[config.mk]
export PLATFORM = sky130hd
export DESIGN_NAME = round_controller
export DESIGN_NICKNAME = d
export VERILOG_FILES = /design/src/rtl/round_controller.sv
export SDC_FILE = /design/constraint.sdc
export NUM_CORES = 1
export LEC_CHECK = 0
export ABC_AREA = 1
export BUFFER_PORTS_ARGS = -buffer_cell sky130_fd_sc_hd__buf_2
export CORE_UTILIZATION = 44
export CTS_CLUSTER_DIAMETER = 120
export DETAILED_ROUTE_END_ITERATION = 7
export PLACE_DENSITY = 0.72
export SLEW_MARGIN = 5
export SYNTH_ARGS = -nofsm -noshare
export SYNTH_HDL_FRONTEND = slang
export SYNTH_SLANG_ARGS = --single-unit
export TNS_END_PERCENT = 50
[constraint.sdc]
create_clock -name Clk -period 3.2 [get_ports Clk]
set_clock_uncertainty 0.05 [all_clocks]
set_input_delay 0.64 -clock Clk [delete_from_list [all_inputs] [get_ports Clk]]
set_output_delay 0.64 -clock Clk [all_outputs]
set_load 0.005 [all_outputs]
[src/rtl/round_controller.sv]
// rtl/round_controller.sv - per-round referee: crash scoring, freeze timing, round/match advance (optional ROUND_TIMEOUT_EN round timer)
module round_controller #(
    parameter int WIN_SCORE            = 3,
    parameter int FREEZE_FRAMES        = 120,
    parameter int ROUND_TIMEOUT_FRAMES = 3600
) (
    input  logic       Clk,
    input  logic       Reset,
    input  logic       Reset_Game,
    input  logic [2:0] Game_State,
    input  logic       frame_tick,
    input  logic       Blue_Crash,
    input  logic       Red_Crash,
    output logic [1:0] Score_B,
    output logic [1:0] Score_R,
    output logic       Blue_W,
    output logic       Red_W,
    output logic       Reset_Round,
    output logic       freeze,
    output logic [1:0] round_winner
);

    localparam logic [2:0] S_IDLE    = 3'd0;
    localparam logic [2:0] S_PLAY    = 3'd1;
    localparam logic [2:0] S_FREEZE  = 3'd2;
    localparam logic [2:0] S_ADVANCE = 3'd3;
    localparam logic [2:0] S_MATCH   = 3'd4;

    localparam logic [2:0] GS_MENU    = 3'd0;
    localparam logic [2:0] GS_STARTED = 3'd2;

    localparam logic [1:0] WIN       = 2'(WIN_SCORE);
    localparam logic [7:0] FRZ_LOAD  = 8'(FREEZE_FRAMES);

`ifdef ROUND_TIMEOUT_EN
    localparam int         TO_W    = $clog2(ROUND_TIMEOUT_FRAMES + 1);
    localparam logic [TO_W-1:0] TO_LAST = TO_W'(ROUND_TIMEOUT_FRAMES);
    logic [TO_W-1:0] to_cnt;
`endif

    logic [2:0] state;
    logic [7:0] frz_cnt;
    logic       any_crash;

    assign any_crash = Blue_Crash | Red_Crash;

    // Next-round pulse is decoded straight from ADVANCE so an async reset kills it at once
    // and it can never coincide with a match win (that path sets Blue_W/Red_W instead).
    assign Reset_Round = (state == S_ADVANCE) && (Score_B != WIN) && (Score_R != WIN);

    // Round referee state machine with score, winner and freeze registers.
    always_ff @(posedge Clk or posedge Reset) begin
        if (Reset) begin
            state        <= S_IDLE;
            frz_cnt      <= '0;
            Score_B      <= '0;
            Score_R      <= '0;
            Blue_W       <= 1'b0;
            Red_W        <= 1'b0;
            freeze       <= 1'b0;
            round_winner <= '0;
`ifdef ROUND_TIMEOUT_EN
            to_cnt       <= '0;
`endif
        end else if (Reset_Game) begin
            state        <= S_IDLE;
            frz_cnt      <= '0;
            Score_B      <= '0;
            Score_R      <= '0;
            Blue_W       <= 1'b0;
            Red_W        <= 1'b0;
            freeze       <= 1'b0;
            round_winner <= '0;
`ifdef ROUND_TIMEOUT_EN
            to_cnt       <= '0;
`endif
        end else begin
            case (state)
                S_IDLE: begin
                    if (Game_State == GS_MENU) begin
                        Score_B      <= '0;
                        Score_R      <= '0;
                        round_winner <= '0;
                    end
                    if (Game_State == GS_STARTED) begin
                        state <= S_PLAY;
`ifdef ROUND_TIMEOUT_EN
                        to_cnt <= '0;
`endif
                    end
                end
                S_PLAY: begin
                    if (any_crash) begin
                        // Blue crashing scores for red and vice versa; both at once is a draw.
                        case ({Blue_Crash, Red_Crash})
                            2'b10: begin
                                if (Score_R != WIN) Score_R <= Score_R + 2'd1;
                                round_winner <= 2'd2;
                            end
                            2'b01: begin
                                if (Score_B != WIN) Score_B <= Score_B + 2'd1;
                                round_winner <= 2'd1;
                            end
                            default: round_winner <= 2'd3;
                        endcase
                        frz_cnt <= FRZ_LOAD;
                        freeze  <= 1'b1;
                        state   <= S_FREEZE;
                    end else if (Game_State != GS_STARTED) begin
                        state <= S_IDLE;
                    end
`ifdef ROUND_TIMEOUT_EN
                    else if (frame_tick) begin
                        to_cnt <= to_cnt + 1'b1;
                        if (to_cnt + 1'b1 == TO_LAST) begin
                            round_winner <= 2'd3;
                            frz_cnt      <= FRZ_LOAD;
                            freeze       <= 1'b1;
                            state        <= S_FREEZE;
                        end
                    end
`endif
                end
                S_FREEZE: begin
                    if (frame_tick) begin
                        frz_cnt <= frz_cnt - 8'd1;
                        if (frz_cnt <= 8'd1) state <= S_ADVANCE;
                    end
                end
                S_ADVANCE: begin
                    if (Score_B == WIN) begin
                        Blue_W <= 1'b1;
                        state  <= S_MATCH;
                    end else if (Score_R == WIN) begin
                        Red_W <= 1'b1;
                        state <= S_MATCH;
                    end else begin
                        freeze <= 1'b0;
                        state  <= S_IDLE;
                    end
                end
                S_MATCH: begin
                    if (Game_State == GS_MENU) begin
                        Score_B      <= '0;
                        Score_R      <= '0;
                        Blue_W       <= 1'b0;
                        Red_W        <= 1'b0;
                        round_winner <= '0;
                        freeze       <= 1'b0;
                        state        <= S_IDLE;
                    end
                end
                default: state <= S_IDLE;
            endcase
        end
    end

endmodule

# --- Word-level counts from Yosys, hierarchy flattened ---
# Index checks and enable logic that the tools add are counted.
# Widths: inputs -> output; s select.
word_totals:
  reg_bits: 20
  input_bits: 9
  out_inout_bits: 10
  wordCells: 99
classes:
  addsub: 3
  magnitude_cmp: 1
  n_eq_ne: 27
  n_mux: 42
  n_bitwise: 1
  n_reduce_logical: 17
op_table:
  columns: ["operator", "n"]
  rows:
  - ["$mux 3", 9]
  - ["$ne 3x3->1 const B", 9]
  - ["$mux 8", 3]
  - ["$mux 2", 11]
  - ["$reduce_and 5->1", 4]
  - ["$pmux 2 s2", 4]
  - ["$pmux 8 s2", 1]
  - ["$ne 3x2->1 const B", 5]
  - ["$pmux 3 s5", 1]
  - ["$mux 1", 10]
  - ["$eq 3x2->1 const B", 3]
  - ["$reduce_and 3->1", 3]
  - ["$reduce_bool 3->1", 3]
  - ["$le 8x1->1 const B", 1]
  - ["$sub 8x1->8 const B", 1]
  - ["$eq 2x2->1 const B", 3]
  - ["$logic_not 3->1", 2]
  - ["$add 2x1->2 const B", 2]
  - ["$ne 2x2->1 const B", 2]
  - ["$ne 4x4->1 const B", 1]
  - ["$pmux 1 s2", 2]
  - ["$reduce_and 4->1", 1]
  - ["$reduce_bool 4->1", 1]
  - ["$eq 3x1->1 const B", 1]
  - ["other kinds (7)", 8]

# --- Logic depth before layout (Yosys ltp) ---
# Gate-level depths: netlist of the first run.
depth:
  ltp_word: 6
  mapped_depth: 9
  mapped_depth_nobuf: 9

# --- Worst setup path before layout of the first run ---
# Ideal clock, no wire load.
synth_timing:
  path_type: "input -> register"
  start: "input port Reset_Game"
  end: "register frz_cnt[2]"
  arrival_time_ps: 1401
  required_time_ps: 3034
  setup_slack_ps: 1632
  stages: 7
  n_path_buf: 1
  path_cell_list: "buf_4 -> nor2_1 -> nand3_1 -> nand3_4 -> nor2_4 -> nand2_1 -> nand2_1"
synth_between:
  elab_chain_len: 2
  elab_cells_between_ends: 5
  cone_classes: "eq/ne (2); mux (1); reduce/logical (2)"
synth_lines:
  columns: ["element", "line_no", "rtl"]
  rows:
  - ["start: declaration", "9", "input logic Reset_Game,"]
  - ["$ne 3x3->1 (no source line) or $reduce_bool 3->1 (tied branches)", null, null]
  - ["$reduce_and 3->1 (no source line)", null, null]
  - ["end signal: assignment", "126", "frz_cnt <= frz_cnt - 8'd1;"]
  - ["end: declaration", "42", "logic [7:0] frz_cnt;"]
# Several ways; a longest one is shown, not always the timed one.
# A chain may end at the register's enable or synchronous reset.

# --- Final worst setup path of the first run ---
layout_timing:
  start: "register Score_B[0]"
  end: "output port Reset_Round"
layout_between:
  elab_chain_len: 3
layout_lines:
  columns: ["element", "line_no", "rtl"]
  rows:
  - ["start: declaration", "14", "output logic [1:0] Score_B,"]
  - ["start signal: assignment", "101", "if (Score_B != WIN) Score_B <= Score_B + 2'd1;"]
  - ["$ne 2x2->1", "49", "assign Reset_Round = (state == S_ADVANCE) && (Score_B != WIN) && (Score_R != WIN);"]
  - ["$logic_and 1x1->1 (2 in a row)", "49", null]
  - ["end: declaration", "18", "output logic Reset_Round,"]
# Every way passes these cells.

==> results.yml, run 1 <==
routing:
  firstDrtPassIters: 7
  via_per_inst: 4.82
  drc: 2
  totalWireLength_mm: 2.66
  vias: 1238
  ant_nets: 0
  drtIter0Drc: 35
  avgRoutedWirePerCell_um: 10.4
critical_path:
  cp-start-kind: "flop"
  crit_type: "reg2out"
  r2r_end: "state[0]"
  reg2reg_depth: 8
  worstPathRequired_ps: 2510
  arrival_ps: 1380
  cp_max_fo: 4
  rrSetupSlack_ps: 1760
  r2r-start: "frz_cnt[0]"
  end_kind: "output pin"
cells_and_area:
  register_area_um2: 500
  area_growth_syn_to_layout_pct: 11.5
  drive_above_1_share_pct: 17.3
  nets: 240
  num_antenna_cells: 0
  multi_input_area_um2: 751
  fill_cells: 289
job:
  drv_cap: 0
cts:
  root_buffer: "clkbuf_4"
  cts-buffers-inserted: 3
  htreeDepth: 1
  cts_setup_buffers: 0
  cts.sinks: 20
  cts_resized: 0
  cts_tree: "done"
  cts_hold_buffers: 0
  path_clk_slew_ps: 130
  cts_max_path_buffers: 2
  clk-insertion-delay-late_ps: 310
global_route:
  overflow: 0
  grt_start_max_net_pins: 21
  antenna_found_initial: 0
  grt_pass1_vias: 1134
  grt_pass1_wl_mm: 4.78
  grt.total_usage_pct: 18.2
sta:
  rsz0062_at_grt: "no"
  fin_ws_ps: 1130
  drv_slew: 0
  slew_headroom_pct: 48.1
  worst_slew_pin_slew_ps: 778
  fin_tns_setup_ps: 0
  min_period_ps: 2070
  hold_violations: 0
  setup_violations: 0
  period_share_pct: 64.6
  hold_slack_ps: 389
  max_freq_mhz: 484
floorplanning:
  die_w_um: 57.8
  core_um2: 2850
  pin_count: 19
  initial_core_util_pct: 47.9
  die-height_um: 57.8
  std_cell_rows: 19
  die-area_um2: 3340
synthesis:
  synth_edf_count: 0
  ys_warn_count: 0
  syn_nets: 218
  synth_area_per_cell_um2: 6.67
  yosys.area.top_type: "dfrtp_1"
  ys_ff_latch: 20
  yosys-top-cells-area: "dfrtp_1, nand2_1, inv_1"
  syn_inst: 205
  synthArstFlopShare_pct: 100
  synth_most_common_cell: "nand2_1"
  synth_area_um2: 1370
  yosysUniqueCellTypes: 22
  synth-main-ff-cell: "dfrtp_1"
  yosysSeqAreaShare_pct: 36.6
  synth_top_area_share_pct: 36.6
  synth.top_cells.by_count: "nand2_1, inv_1, nor2_1"
placement:
  dp_slack_ps: 1480
  place_congestion: 0.831
  dp_hpwl_mm: 2.07
  placement.io_buffers: 18
power_and_ir_drop:
  leakagePower_nw: 0.912
  total_power_mw: 0.720
  ir_worst_vdd_mv: 0.218
  powerDensity_nw_per_um2: 472
min_path:
  hold_class: "in2async"
run_status:
  status: "finished with violations"
  violations: "design-rule violations"
## sequential cells by signal, summed over array words and instances, names as in the netlist
signal	cells
freeze	1
Score_R	2
Red_W	1
Blue_W	1
round_winner	2
Score_B	2
state	3
frz_cnt	8
## report_power, final
| part | switching [mW] | leakage (nW) | internal [mW] | total (mW) |
|---|---|---|---|---|
| Clock | 0.0858 | 0.0210 | 0.0695 | 0.155 |
| Sequential | 0.0326 | 0.268 | 0.288 | 0.321 |
| Combinational | 0.155 | 0.623 | 0.0894 | 0.244 |
## layer usage
layer | wire length, µm | vias to the layer above | global-route usage, %
met5 | 0 | - | 0
met4 | 34 | 0 | 6.12
met2 | 1160 | 23 | 29.4
li1 | - | 681 | -
met1 | 1370 | 530 | 25.6
met3 | 101 | 4 | 2.01
## critical path: stages, from the launching register on
cell	delay (ps)
dfrtp_1	440
ha_1	240
inv_1	100
nand2_1	70
nor2_1	100
buf_2	120
## logic make-up (layout without fill, tap and decap cells)
kind of cell	count (synthesis)	count (layout)	share of synthesized area (%)
adders and majority gates	4	4	3.66
buffers and inverters	30	51	8.51
AOI/OAI and AO/OA	10	10	3.93
and+or+nand+nor	140	140	46.7
DFF	20	20	36.6
xor gates and xnor gates	1	1	0.641
## cells in the final DEF, fill, tap and decap left out, types with 2 or more instances in the layout
master / synthesis / final
inv_1: 26 / 26
clkbuf_4: 0 / 3
o21ai_0: 7 / 7
dfrtp_1: 20 / 20
nand3_2: 2 / 2
nand3b_1: 3 / 3
inv_2: 3 / 3
nand3_1: 16 / 16
nand2_1: 77 / 77
nor2_2: 5 / 5
ha_1: 4 / 4
nor2_1: 26 / 26
nand4_1: 3 / 3
buf_2: 0 / 18
nand2_2: 4 / 4
## worst max path at each step
stage	slack [ps]	cells past startpoint	start	endpoint
after floorplan	1630	7	Reset_Game	frz_cnt[2]
after global placement	1500	5	Score_B[0]	Reset_Round
after detailed placement	1480	5	Score_B[0]	Reset_Round
after CTS	1120	5	Score_B[0]	Reset_Round
after global routing	1000	5	Score_B[0]	Reset_Round
final	1130	5	Score_B[0]	Reset_Round
## final cells by class
type | instances | share of cell area (%)
Sequential cell | 20 | 32.8
Tap cell | 31 | 2.54
Inverter | 29 | 7.14
Timing Repair Buffer | 18 | 5.91
Clock buffer | 4 | 2.38
Multi-Input combinational cell | 155 | 49.2
## per-stage QoR
stage / utilization [%] / instance area (µm²) / cells
floorplan: - / 1370 / 205
global placement: 52.2 / 1490 / 253
detailed placement: 52.2 / 1490 / 253
CTS: 53.5 / 1530 / 257
global route: 53.5 / 1530 / 257
finish: 53.5 / 1530 / 257
(Power assumes the default switching activity.)
==> inputs of run 2 (changes only) <==
--- a/config.mk
+++ b/config.mk
@@ -5,12 +5,12 @@
 export SDC_FILE = /design/constraint.sdc
 export NUM_CORES = 1
 export LEC_CHECK = 0
-export ABC_AREA = 1
+export ABC_AREA = 0
 export BUFFER_PORTS_ARGS = -buffer_cell sky130_fd_sc_hd__buf_2
 export CORE_UTILIZATION = 44
 export CTS_CLUSTER_DIAMETER = 120
 export DETAILED_ROUTE_END_ITERATION = 7
-export PLACE_DENSITY = 0.72
+export PLACE_DENSITY = 0.75
 export SLEW_MARGIN = 5
 export SYNTH_ARGS = -nofsm -noshare
 export SYNTH_HDL_FRONTEND = slang
==> constraint.sdc (replaced) <==
create_clock -name Clk -period 1.7 [get_ports Clk]
set_clock_uncertainty 0.05 [all_clocks]
set_input_delay 0.34 -clock Clk [delete_from_list [all_inputs] [get_ports Clk]]
set_output_delay 0.34 -clock Clk [all_outputs]
set_load 0.005 [all_outputs]
==> run 2 against run 1 <==
The run ends with negative setup slack left. Synthesized area fell by 12%. Clock power up 45%. Wire length increased by 11%. Die area is 11% lower. Clock-buffer cell count shrank 1. Non-clock buffer count rose by 26. Sequential share of layout area fell by 0.86 points. Global-route usage increased by 4.6 points. Core utilization grew 8.2 points. Critical path depth is 1 higher. Sequential power grew 58%.
==> results.yml, run 2 <==
run_status:
  status: "finished with violations"
  violations: "negative setup slack"
routing:
  route.met2.wl_mm: 1.44
  drtIter0Drc: 46
  top_layer_used: "met3"
  firstDrtPassIters: 4
  vias: 1174
  ant_nets: 0
  wl_met3_um: 164
  via_per_inst: 5.75
  wl_met1_mm: 1.35
  drc: 0
  totalWireLength_mm: 2.96
  avgRoutedWirePerCell_um: 14.5
critical_path:
  critPathMaxStageDelay_ps: 410
  crit_type: "reg2out"
  crit_chain: "ha_2, buf_6, nor2_4, nand3_2, inv_1, buf_2"
  cp-start-kind: "flop"
  end_kind: "output pin"
  worstPathRequired_ps: 1310
  cp_max_fo: 2
  crit_family: "flip-flops"
  crit_buf_inv: 3
  rrSetupSlack_ps: 0
  arrival_ps: 1360
  cp_slowest_cell: "dfrtp_1"
job:
  drv_cap: 0
synthesis:
  synth_edf_count: 0
  synthXorXnorAreaFrac_pct: 0.724
  syn_nets: 145
  synth_compound_gate_area_share_pct: 17.8
  syn_inst: 132
  yosysSeqAreaShare_pct: 41.4
  synth_area_per_cell_um2: 9.17
  yosys.area.top_type: "dfrtp_1"
  synthMuxAreaShare_pct: 5.17
  synth_simple_gate_area_share_pct: 26.1
  synth_top_area_share_pct: 41.4
  synth.top_cells.by_count: "dfrtp_1, nand2_1, nor2_1"
  synthArstFlopShare_pct: 100
  synth_area_um2: 1210
  ys_ff_latch: 20
  synth_fa_ha_area_share_pct: 4.14
  synth-main-ff-cell: "dfrtp_1"
  yosysUniqueCellTypes: 37
  yosys-top-cells-area: "dfrtp_1, nand2b_1, nand2_1"
  synth_top_family_by_area: "simple AND/OR/NAND/NOR gates"
  ys_warn_count: 0
  synth_most_common_cell: "dfrtp_1"
sta:
  setup_violations: 1
  slew_headroom_pct: 68.7
  hold_slack_ps: 280
  drv_slew: 0
  fin_tns_setup_ps: -54.4
  min_period_ps: 1750
  fin_ws_ps: -54.4
  hold_violations: 0
  period_share_pct: 103
  worst_slew_pin_slew_ps: 467
  max_freq_mhz: 570
  rsz0062_at_grt: "yes"
global_route:
  overflow: 0
  grt_pass1_vias: 1072
  antenna_found_initial: 0
  grt.total_usage_pct: 22.8
  grt_start_max_net_pins: 21
  grt_pass1_wl_mm: 4.82
power_and_ir_drop:
  p_int_mw: 0.637
  p_seq_share_pct: 58.1
  switching_share_pct: 27.0
  leakagePower_nw: 0.743
  total_power_mw: 0.873
  pwr-share-clk_pct: 25.7
  combPwrFrac_pct: 16.2
  p_sw_mw: 0.236
  powerDensity_nw_per_um2: 556
  ir_worst_vdd_mv: 0.448
cells_and_area:
  drive_above_1_share_pct: 34.5
  nets: 189
  final_cell_mix: "buf_4, dfrtp_1, buf_2, nand2_1, nor2_1"
  num_antenna_cells: 0
  final_area_um2: 1570
  largest_register_ffs: 8
  reg_top3: "frz_cnt: 8 flops, state: 3 flops"
  register_area_um2: 502
  multi_input_area_um2: 691
  fill_cells: 201
  final_common_cell: "buf_4"
  largest-register: "frz_cnt"
  area_growth_syn_to_layout_pct: 29.8
cts:
  clk-insertion-delay-late_ps: 300
  cts_tree: "done"
  cts-buffers-inserted: 3
  root_buffer: "clkbuf_4"
  path_clk_slew_ps: 110
  cts_max_path_buffers: 2
  cts.sinks: 20
  htreeDepth: 1
placement:
  place_congestion: 0.769
  dp_hpwl_mm: 2.13
  dp_slack_ps: 3.73
  placed_cell_area_um2: 1420
  placement.io_buffers: 18
floorplanning:
  std_cell_rows: 18
  die-area_um2: 2960
  core_um2: 2540
  die_w_um: 54.4
  initial_core_util_pct: 47.5
  die-height_um: 54.4
  pin_count: 19
min_path:
  hold_class: "in2reg"
[run 2: worst paths after layout]
path	start	endpoint	cells past startpoint
min in group asynchronous	Reset	Red_W	4
worst max register to register	Score_B[1]	Score_B[0]	4
worst max-delay path	Score_R[1]	Reset_Round	6
max in group asynchronous	Reset	state[0]	4
worst min register to register	round_winner[0]	round_winner[0]	2
worst min-delay path	Game_State[1]	state[0]	3
[run 2: per-layer routing]
layer	up-vias	track usage (%)
met5	-	0
li1	559	-
met4	0	7.69
met3	0	2.78
met1	563	29.6
met2	52	38.8
[run 2: worst reg2reg max path: stages, from the launching register on]
cell	delay [ps]
dfrtp_1	400
ha_2	190
or3_1	390
a21oi_2	230
mux2_4	330
[run 2: repair_timing]
item | CTS | global route
setup endpoints to repair | 3 | 7
endpoints found under the hold margin | 10 | 0
gates resized for setup | 7 | 5
hold buffers | 1 | 0
pin swaps | 6 | 4
setup buffers | 8 | 2
[run 2: area by class of cell]
class                           count  share of cell area, %
Multi-Input combinational cell    101                   44.0
Tap cell                           30                   2.39
Inverter                            6                   1.43
Clock buffer                        3                   1.43
Sequential cell                    20                   32.0
Timing Repair Buffer               44                   18.8
[run 2: metrics by stage]
step | util, % | instances
final | 61.7 | 204
after global routing | 61.7 | 204
after CTS | 60.3 | 202
after detailed placement | 55.6 | 190
after global placement | 55.6 | 190
after floorplan | - | 132
[run 2: power by group through the flow]
| stage | Sequential (mW) | Clock (mW) | Combinational [mW] |
|---|---|---|---|
| floorplan | 0.512 | 0 | 0.0887 |
| global placement | 0.515 | 0 | 0.127 |
| detailed placement | 0.515 | 0 | 0.132 |
| CTS | 0.506 | 0.229 | 0.138 |
| global route | 0.509 | 0.248 | 0.157 |
| finish | 0.507 | 0.224 | 0.141 |
[run 2: logic make-up (layout without fill, tap and decap cells)]
group	after synthesis	after routing
and+or+nand+nor	60	60
AOI/OAI and AO/OA	30	30
xor gates and xnor gates	1	1
muxes	6	6
adders and majority gates	4	4
buffers and inverters	11	53
DFF	20	20
==> inputs of run 3 (changes only) <==
--- a/config.mk
+++ b/config.mk
@@ -5,12 +5,12 @@
 export SDC_FILE = /design/constraint.sdc
 export NUM_CORES = 1
 export LEC_CHECK = 0
-export ABC_AREA = 0
+export ABC_AREA = 1
 export BUFFER_PORTS_ARGS = -buffer_cell sky130_fd_sc_hd__buf_2
 export CORE_UTILIZATION = 44
 export CTS_CLUSTER_DIAMETER = 120
 export DETAILED_ROUTE_END_ITERATION = 7
-export PLACE_DENSITY = 0.75
+export PLACE_DENSITY = 0.74
 export SLEW_MARGIN = 5
 export SYNTH_ARGS = -nofsm -noshare
 export SYNTH_HDL_FRONTEND = slang
==> run 3 against run 2 <==
The flow finishes with violations (design-rule violations, negative hold slack). Critical path depth decreased by 1. Power rose by 51%. Clock power about the same. Via count grew 6.5%. Register-to-register slack gained 230 ps. Wire length down 7.3%. Cell count grew 28%. Hold slack got worse by 280 ps. Largest cell class unchanged.
==> results.yml, run 3 (synthesis gave the netlist of run 1 again) <==
floorplanning:
  die-height_um: 57.8
  core_um2: 2850
  std_cell_rows: 19
  initial_core_util_pct: 47.9
  die_w_um: 57.8
  pin_count: 19
  die-area_um2: 3340
cts:
  cts_tree: "done"
  cts.sinks: 20
  cts-buffers-inserted: 3
  clk-insertion-delay-late_ps: 290
  htreeDepth: 1
  root_buffer: "clkbuf_4"
  path_clk_slew_ps: 110
  cts_max_path_buffers: 2
global_route:
  overflow: 0
  grt_start_max_net_pins: 21
  grt_pass1_vias: 1116
  antenna_found_initial: 0
  grt_pass1_wl_mm: 4.70
  grt.total_usage_pct: 18.3
run_status:
  status: "finished with violations"
  violations: "design-rule violations, negative hold slack"
cells_and_area:
  drive_above_1_share_pct: 21.7
  final_cell_mix: "nand2_1, nor2_1, inv_1, dfrtp_1, buf_2"
  nets: 245
  largest_register_ffs: 8
  final_area_um2: 1560
  final_common_cell: "nand2_1"
  area_growth_syn_to_layout_pct: 14.4
  reg_top3: "frz_cnt: 8 flops, state: 3 flops"
  largest-register: "frz_cnt"
  num_antenna_cells: 0
placement:
  place_congestion: 0.838
  dp_hpwl_mm: 2.03
  placed_cell_area_um2: 1500
  placement.io_buffers: 18
sta:
  period_share_pct: 93.8
  min_period_ps: 1590
  fin_tns_setup_ps: 0
  slew_headroom_pct: 79.0
  max_freq_mhz: 627
  worst_slew_pin_slew_ps: 313
  hold_slack_ps: -3.03
  setup_violations: 0
  drv_slew: 0
  rsz0062_at_grt: "no"
  hold_violations: 10
critical_path:
  cp-start-kind: "flop"
  crit_type: "reg2out"
  crit_path_start: "Score_R[0]"
  worstPathRequired_ps: 1310
  cp_slowest_cell: "dfrtp_1"
  end_kind: "output pin"
  cp_max_fo: 3
  r2r-start: "state[0]"
  crit_family: "flip-flops"
  r2r_end: "Red_W"
  reg2reg_depth: 6
  arrival_ps: 1200
  crit_chain: "ha_2, inv_2, nand2_2, nor2_2, buf_2"
  critPathMaxStageDelay_ps: 410
  rrSetupSlack_ps: 230
  crit_buf_inv: 2
routing:
  via_per_inst: 4.79
  vias: 1250
  totalWireLength_mm: 2.74
  ant_nets: 0
  drc: 3
  avgRoutedWirePerCell_um: 10.5
  firstDrtPassIters: 6
  drtIter0Drc: 43
power_and_ir_drop:
  leakagePower_nw: 0.922
  powerDensity_nw_per_um2: 844
  ir_worst_vdd_mv: 0.498
min_path:
  hold_class: "in2async"
job:
  drv_cap: 0
[run 3: cell types whose count changed in the layout (fill, tap and decap cells not counted), moves of 6 or more]
cell / delta
nand2_1: +62
inv_1: +18
buf_4: -18
nor2_2: +6
nand3_1: +12
nand2b_1: -8
nor2_1: +13
[run 3: repair_timing]
item / 4_1_cts / 5_1_grt
gates resized for setup: 1 / 6
setup buffers: 2 / 2
pin swaps: 0 / 1
endpoints found under the setup margin: 1 / 1
hold buffers: 0 / 0
[run 3: how the worst max path moves through the flow]
stage	endpoint	slack, ps	depth (start not counted)
finish	Reset_Round	110	5
CTS	Reset_Round	20	5
floorplan	Score_B[0]	430	8
global placement	frz_cnt[1]	270	7
global route	Reset_Round	8	5
detailed placement	frz_cnt[2]	240	7
[run 3: area by class of cell]
type | instances | area (µm²)
sequential | 20 | 500
fill | 285 | 1290
timing repair buffer | 23 | 128
tap | 31 | 38.8
clock buffer | 3 | 22.5
multi-input combinational | 155 | 766
inverter | 29 | 109
[run 3: report_power, final]
part	total, mW	internal [mW]	switching (mW)
registers	0.598	0.542	0.0555
clock network	0.222	0.0824	0.140
logic	0.500	0.194	0.307
[run 3: stage by stage]
step	setup WS (ps)	utilization (%)	total power, mW	instances	hold WS [ps]
after detailed placement	239	52.5	1.07	254	334
final	105	54.8	1.32	261	-3.03
after floorplan	426	-	0.953	205	254
after global routing	8.40	54.8	1.44	261	4.95
after CTS	19.4	53.8	1.32	259	0.232
after global placement	271	52.5	1.07	254	336
[run 3: worst min-delay path, stage by stage]
cell   delay (ps)
buf_2          90
inv_1          40
buf_4         260
[run 3: routing by layer]
metal  global-route usage, %  vias up  wire (µm)
met1                    25.8      525       1500
met2                    28.1       31       1100
li1                        -      692          -
met4                    4.42        0         27
met3                    4.91        2        108
met5                       0        -          0
